--- src/rtl/riscv_pkg.sv ---
// Shared RV32 definitions: data width, base opcodes, canonical NOP and the
// fetch FSM state encoding.
package riscv_pkg;

    localparam int XLEN = 32;

    localparam logic [6:0] OP_R      = 7'b0110011;
    localparam logic [6:0] OP_IMM    = 7'b0010011;
    localparam logic [6:0] OP_LOAD   = 7'b0000011;
    localparam logic [6:0] OP_STORE  = 7'b0100011;
    localparam logic [6:0] OP_BRANCH = 7'b1100011;
    localparam logic [6:0] OP_JAL    = 7'b1101111;
    localparam logic [6:0] OP_JALR   = 7'b1100111;

    localparam logic [31:0] NOP_INSTR = 32'h0000_0013;

    typedef enum logic [1:0] {
        FETCH_IDLE,
        FETCH_REQ,
        FETCH_WAIT
    } fetch_state_t;

endpackage

--- src/rtl/fetch_fifo.sv ---
// Small synchronous FIFO holding {pc, instr} pairs between fetch and decode.
// The head is presented combinationally and reads as zero when empty.
module fetch_fifo #(
    parameter int XLEN  = 32,
    parameter int DEPTH = 2,
    localparam int AW   = $clog2(DEPTH),
    localparam int CW   = AW + 1
) (
    input  logic            clk,
    input  logic            rst_n,
    input  logic            push,
    input  logic [XLEN-1:0] push_pc,
    input  logic [31:0]     push_instr,
    input  logic            pop,
    input  logic            flush,
    output logic            valid,
    output logic [XLEN-1:0] head_pc,
    output logic [31:0]     head_instr,
    output logic [CW-1:0]   count
);

    localparam logic [CW-1:0] DEPTH_C = CW'(DEPTH);

    logic [XLEN+31:0] mem [DEPTH];
    logic [AW-1:0]    wr_ptr;
    logic [AW-1:0]    rd_ptr;
    logic             do_push;
    logic             do_pop;

    assign valid   = (count != '0);
    assign do_push = push && !flush && (count != DEPTH_C);
    assign do_pop  = pop && !flush && valid;

    always_ff @(posedge clk or negedge rst_n) begin
        if (!rst_n) begin
            wr_ptr <= '0;
            rd_ptr <= '0;
            count  <= '0;
        end else if (flush) begin
            wr_ptr <= '0;
            rd_ptr <= '0;
            count  <= '0;
        end else begin
            if (do_push) wr_ptr <= wr_ptr + AW'(1);
            if (do_pop)  rd_ptr <= rd_ptr + AW'(1);
            case ({do_push, do_pop})
                2'b10:   count <= count + CW'(1);
                2'b01:   count <= count - CW'(1);
                default: count <= count;
            endcase
        end
    end

    // Payload storage carries no reset; only the pointers decide what is visible.
    always_ff @(posedge clk) begin
        if (do_push) mem[wr_ptr] <= {push_pc, push_instr};
    end

    always_comb begin
        head_pc    = '0;
        head_instr = '0;
        if (valid) {head_pc, head_instr} = mem[rd_ptr];
    end

endmodule

--- src/rtl/instr_fetch_unit.sv ---
// Fetch stage: issues one word fetch at a time over req/gnt/rvalid, buffers
// responses in fetch_fifo and hands them to decode; redirects flush the stream.
module instr_fetch_unit #(
    parameter int              XLEN       = 32,
    parameter logic [XLEN-1:0] RESET_PC   = '0,
    parameter int              FIFO_DEPTH = 2
) (
    input  logic            clk,
    input  logic            rst_n,
    output logic            imem_req,
    output logic [XLEN-1:0] imem_addr,
    input  logic            imem_gnt,
    input  logic            imem_rvalid,
    input  logic [31:0]     imem_rdata,
    input  logic            redirect_valid,
    input  logic [XLEN-1:0] redirect_pc,
    input  logic            instr_ready,
    output logic            instr_valid,
    output logic [31:0]     instr_data,
    output logic [XLEN-1:0] instr_pc,
    output logic [6:0]      opcode,
    output logic [2:0]      funct3,
    output logic [6:0]      funct7,
    output logic [4:0]      rd,
    output logic [4:0]      rs1,
    output logic [4:0]      rs2
);
    import riscv_pkg::*;

    localparam int            CW      = $clog2(FIFO_DEPTH) + 1;
    localparam logic [CW-1:0] DEPTH_C = CW'(FIFO_DEPTH);

    fetch_state_t    state;
    logic [XLEN-1:0] fetch_pc;
    logic [XLEN-1:0] pc_next;
    logic [XLEN-1:0] tag;
    logic            discard;
    logic            push;
    logic            pop;
    logic            gnt_now;
    logic            rsp_now;
    logic [CW-1:0]   count;
    logic [CW-1:0]   count_after;
    logic            space;
    logic            unused_low_bits;

    assign unused_low_bits = ^redirect_pc[1:0];

    assign gnt_now = (state == FETCH_REQ) && imem_gnt;
    assign rsp_now = (state == FETCH_WAIT) && imem_rvalid;
    assign push    = rsp_now && !discard && !redirect_valid;
    assign pop     = instr_valid && instr_ready;

    // Space is judged on the occupancy the FIFO will hold after this edge.
    always_comb begin
        count_after = count;
        if (redirect_valid) begin
            count_after = '0;
        end else begin
            if (push) count_after = count_after + CW'(1);
            if (pop)  count_after = count_after - CW'(1);
        end
    end

    assign space = (count_after < DEPTH_C);

    // A grant for a stale (discarded) request must not advance the new stream.
    always_comb begin
        pc_next = fetch_pc;
        if (redirect_valid)
            pc_next = {redirect_pc[XLEN-1:2], 2'b00};
        else if (gnt_now && !discard)
            pc_next = fetch_pc + XLEN'(4);
    end

    always_ff @(posedge clk or negedge rst_n) begin
        if (!rst_n) begin
            state     <= FETCH_IDLE;
            fetch_pc  <= RESET_PC;
            discard   <= 1'b0;
            imem_req  <= 1'b0;
            imem_addr <= RESET_PC;
        end else begin
            fetch_pc <= pc_next;
            case (state)
                FETCH_IDLE: begin
                    if (space) begin
                        state     <= FETCH_REQ;
                        imem_req  <= 1'b1;
                        imem_addr <= pc_next;
                    end
                end
                FETCH_REQ: begin
                    if (redirect_valid) discard <= 1'b1;
                    if (imem_gnt) begin
                        state    <= FETCH_WAIT;
                        imem_req <= 1'b0;
                    end
                end
                FETCH_WAIT: begin
                    if (imem_rvalid) begin
                        discard <= 1'b0;
                        if (space) begin
                            state     <= FETCH_REQ;
                            imem_req  <= 1'b1;
                            imem_addr <= pc_next;
                        end else begin
                            state <= FETCH_IDLE;
                        end
                    end else if (redirect_valid) begin
                        discard <= 1'b1;
                    end
                end
                default: begin
                    state    <= FETCH_IDLE;
                    imem_req <= 1'b0;
                end
            endcase
        end
    end

    always_ff @(posedge clk) begin
        if (gnt_now) tag <= imem_addr;
    end

    fetch_fifo #(
        .XLEN  (XLEN),
        .DEPTH (FIFO_DEPTH)
    ) u_fifo (
        .clk        (clk),
        .rst_n      (rst_n),
        .push       (push),
        .push_pc    (tag),
        .push_instr (imem_rdata),
        .pop        (pop),
        .flush      (redirect_valid),
        .valid      (instr_valid),
        .head_pc    (instr_pc),
        .head_instr (instr_data),
        .count      (count)
    );

    assign opcode = instr_data[6:0];
    assign rd     = instr_data[11:7];
    assign funct3 = instr_data[14:12];
    assign rs1    = instr_data[19:15];
    assign rs2    = instr_data[24:20];
    assign funct7 = instr_data[31:25];

endmodule

--- config.mk ---
export PLATFORM = sky130hd
export DESIGN_NAME = instr_fetch_unit
export DESIGN_NICKNAME = d
export VERILOG_FILES = /design/src/rtl/riscv_pkg.sv /design/src/rtl/fetch_fifo.sv /design/src/rtl/instr_fetch_unit.sv
export SDC_FILE = /design/constraint.sdc
export NUM_CORES = 1
export LEC_CHECK = 0
export ABC_AREA = 0
export CAP_MARGIN = 20
export CORE_MARGIN = 10
export CORE_UTILIZATION = 52
export CTS_BUF_LIST = sky130_fd_sc_hd__clkbuf_4 sky130_fd_sc_hd__clkbuf_8 sky130_fd_sc_hd__clkbuf_16
export CTS_CLUSTER_SIZE = 24
export DETAILED_ROUTE_END_ITERATION = 8
export PLACE_DENSITY = 0.92
export SLEW_MARGIN = 20
export SYNTH_ARGS = -nofsm -noshare
export SYNTH_HDL_FRONTEND = slang
export SYNTH_HIERARCHICAL = 1
export SYNTH_SLANG_ARGS = --single-unit
--- constraint.sdc ---
create_clock -name clk -period 9.2 [get_ports clk]
set_input_delay 2.3 -clock clk [delete_from_list [all_inputs] [get_ports clk]]
set_output_delay 2.3 -clock clk [all_outputs]
set_load 0.1 [all_outputs]
==> flow_summary.toml <==
[run_status]
status = "finished clean"

[clock_network]
cts_setup_buffers = 0
path_clk_slew_ns = 0.06
cts_max_path_buffers = 3
cts_resized = 0
root_buffer = "clkbuf_16"
cts_max_level = 1
cts_hold_buf = 0
insertion_delay_ns = 0.51
cts_sinks = 232
tritoncts = "done"
numCtsBuffers = 24

[drt]
num_vias = 6187
wl_met1_mm = 9.13
wl_met2_mm = 11.5
viasPerCell = 5.52
drt_iter0_drc = 437
wl_per_cell_um = 20.3
routed_wl_mm = 22.8
drcViolationCount = 0
route.met3.wl_mm = 1.68
highest-signal-layer = "met4"
ant_nets = 0
dr.pass1.iters = 5

[logic_synthesis]
netlist_area_um2 = 9980
synth_area_leaders = "edfxtp_1, dfrtp_1, mux2i_1"
synth-seq-area-share_pct = 66.2
synth_ff_type = "edfxtp_1"
synth_top_area_share_pct = 48.1
ys_types = 69
synth_edf_count = 160
syn-mean-instance-area_um2 = 14.4
yosysTopAreaCell = "edfxtp_1"
ys_async_sr_fraction_pct = 31.0
ys_seq_elements = 232
yosysWarnings = 6
syn-num-nets = 770
syn_inst = 694

[sta]
timing.final.crit_share_pct = 62.6
finalSetupViolCount = 0
skew_ns = 0.0136
worstMarginPinSlew_ns = 1.18
finalHoldViolCount = 0
tns_ns = 0
layout_min_cycle_time_ns = 5.76
slew_headroom_pct = 20.4
rsz0062_at_grt = "false"
drv_slew = 0
fmax_mhz = 174

[placed_design]
gp_congestion = 0.843
dpl.cell_count = 1074
hpwl_mm = 15.8
io_buffers = 197
place_area_um2 = 11900

[layout]
fin_area_um2 = 12700
nets = 943
drive_gt1_share_pct = 12.7
post_layout_nonfiller_instances = 1121
area.growth.synth_to_final_pct = 27.6

[global_routing]
grt_max_degree = 73
overflow = 0
antenna_found_initial = 1
grt_pass1_wl_mm = 34.6
grt_usage_pct = 17.5
grt_pass1_vias = 6269

[worst_setup_path]
slowest_delay_ns = 1.17
crit_chain = "buf_4, mux2i_1, nor2_1, clkdlybuf4s50_1"
end_kind = "output port"
cp.required_ns = 6.90
path_class = "flip-flop to output port"
worst_path_max_delay_cell = "clkdlybuf4s50_1"
startpoint_type = "flip-flop"
arrival_ns = 3.46
cp_max_fo = 41

[floorplan]
core_area_um2 = 18800
fp.dieH_um = 159
ioPinCount = 200
dieArea_um2 = 25100
initial_core_util_pct = 53.2
die_x_um = 159
rows = 50

[power]
power_density_nw_per_um2 = 275
report.power.total_w = 0.00350
p_leak_nw = 4.53
ir_drop_v = 0.000249

[flow_run]
drv_cap = 0

[hold_path]
hp-class = "flip-flop to flip-flop"
[sequential cells by signal, summed over array words and instances (netlist names)]
signal,flops
u_fifo/mem,128
discard,1
tag,32
u_fifo/wr_ptr,1
u_fifo/rd_ptr,1
imem_req,1
state,2
u_fifo/count,2
fetch_pc,32
imem_addr,32
[routing by layer]
metal | track usage (%) | vias up
met5 | 0 | -
met4 | 5.29 | 0
met3 | 3.59 | 33
met2 | 30.3 | 216
met1 | 21.7 | 3058
li1 | - | 2880
[cell usage in the layout, fill, tap and decap left out, types with 4 or more instances in the layout]
cell	netlist	layout
buf_4	38	7
clkbuf_16	0	26
o22ai_1	5	5
nand4_2	4	4
xnor2_1	13	13
mux2_2	18	18
xor2_1	4	4
a31oi_1	6	6
a21oi_1	16	16
clkbuf_4	0	4
clkinv_2	0	6
ha_1	6	6
nand3_1	12	12
o31a_1	6	6
nand4_1	7	7
nor3_1	5	4
edfxtp_1	160	160
nor2_1	90	89
inv_1	15	15
mux2_4	12	12
nor4_1	5	5
o21ai_0	14	14
and3_1	4	4
clkdlybuf4s50_1	0	195
mux2i_1	66	66
nor2b_1	5	5
clkbuf_8	2	4
nand2_1	26	26
dfrtp_1	72	71
mux2_1	7	7
[power breakdown]
part | internal, W | switching (W) | total, W
Clock | 0.000587 | 0.000383 | 0.000969
Sequential | 0.00129 | 0.000118 | 0.00140
Combinational | 0.000333 | 0.000790 | 0.00112
[synthesized netlist by cell type, types with 6 or more instances]
cell      count
inv_1        15
a21oi_1      16
xnor2_1      13
mux2_1        7
ha_1          6
o31a_1        6
buf_2         8
mux2_2       18
buf_4        38
mux2i_1      66
nand3_1      12
o21ai_0      14
nand2_1      26
clkbuf_1      6
edfxtp_1    160
a31oi_1       6
nand4_1       7
dfrtp_1      72
nor2_1       90
mux2_4       12
[cell type report]
class / count / area, um^2
multi-input combinational: 388 / 2910
fill: 1294 / 6040
antenna: 2 / 5.00
clock inverter: 10 / 78.8
clock buffer: 34 / 736
timing repair buffer: 204 / 2040
tap: 234 / 293
sequential: 232 / 6610
inverter: 17 / 63.8
[worst max-delay path: cells and delay by family (launching register included)]
| family | cells | cell delay (ns) |
|---|---|---|
| buffers and inverters | 2 | 1.83 |
| DFF | 1 | 0.71 |
| muxes | 1 | 0.21 |
| and+or+nand+nor | 1 | 0.17 |
[metrics by stage]
stage | worst slack (ns) | utilization (%) | hold slack, ns
2_1_floorplan | 0.759 | - | 0.421
3_3_place_gp | 3.65 | 63.3 | 0.422
3_5_place_dp | 3.63 | 63.3 | 0.430
4_1_cts | 3.37 | 67.7 | 0.444
5_1_grt | 3.30 | 67.8 | 0.457
6_report | 3.44 | 67.8 | 0.443
[path summary, 6_finish.rpt]
| check | from | end | slack, ns | cells past startpoint |
|---|---|---|---|---|
| min in group asynchronous | rst_n | imem_addr[31] | 1.93 | 1 |
| max in group asynchronous | rst_n | u_fifo/rd_ptr | 6.57 | 1 |
| worst min register to register | tag[4] | u_fifo/mem[1][36] | 0.44 | 0 |
| worst max register to register | u_fifo/count[0] | imem_addr[0] | 6.16 | 8 |
| worst min-delay path | tag[4] | u_fifo/mem[1][36] | 0.44 | 0 |
| worst max-delay path | u_fifo/rd_ptr | instr_data[28] | 3.44 | 4 |
[logic make-up (layout without fill, tap and decap cells)]
| family | count (synthesis) | count (layout) | synth area share [%] |
|---|---|---|---|
| AO/OA/AOI/OAI | 70 | 70 | 4.96 |
| XOR/XNOR | 18 | 18 | 1.65 |
| adder cells (fa/ha/maj) | 6 | 6 | 0.752 |
| buffers and inverters | 74 | 265 | 4.86 |
| flip-flops | 232 | 232 | 66.2 |
| multiplexers | 103 | 103 | 11.2 |
| other | 0 | 2 | 0 |
| AND/OR/NAND/NOR | 191 | 191 | 10.3 |
No activity file was read; power rests on OpenSTA's default activity.
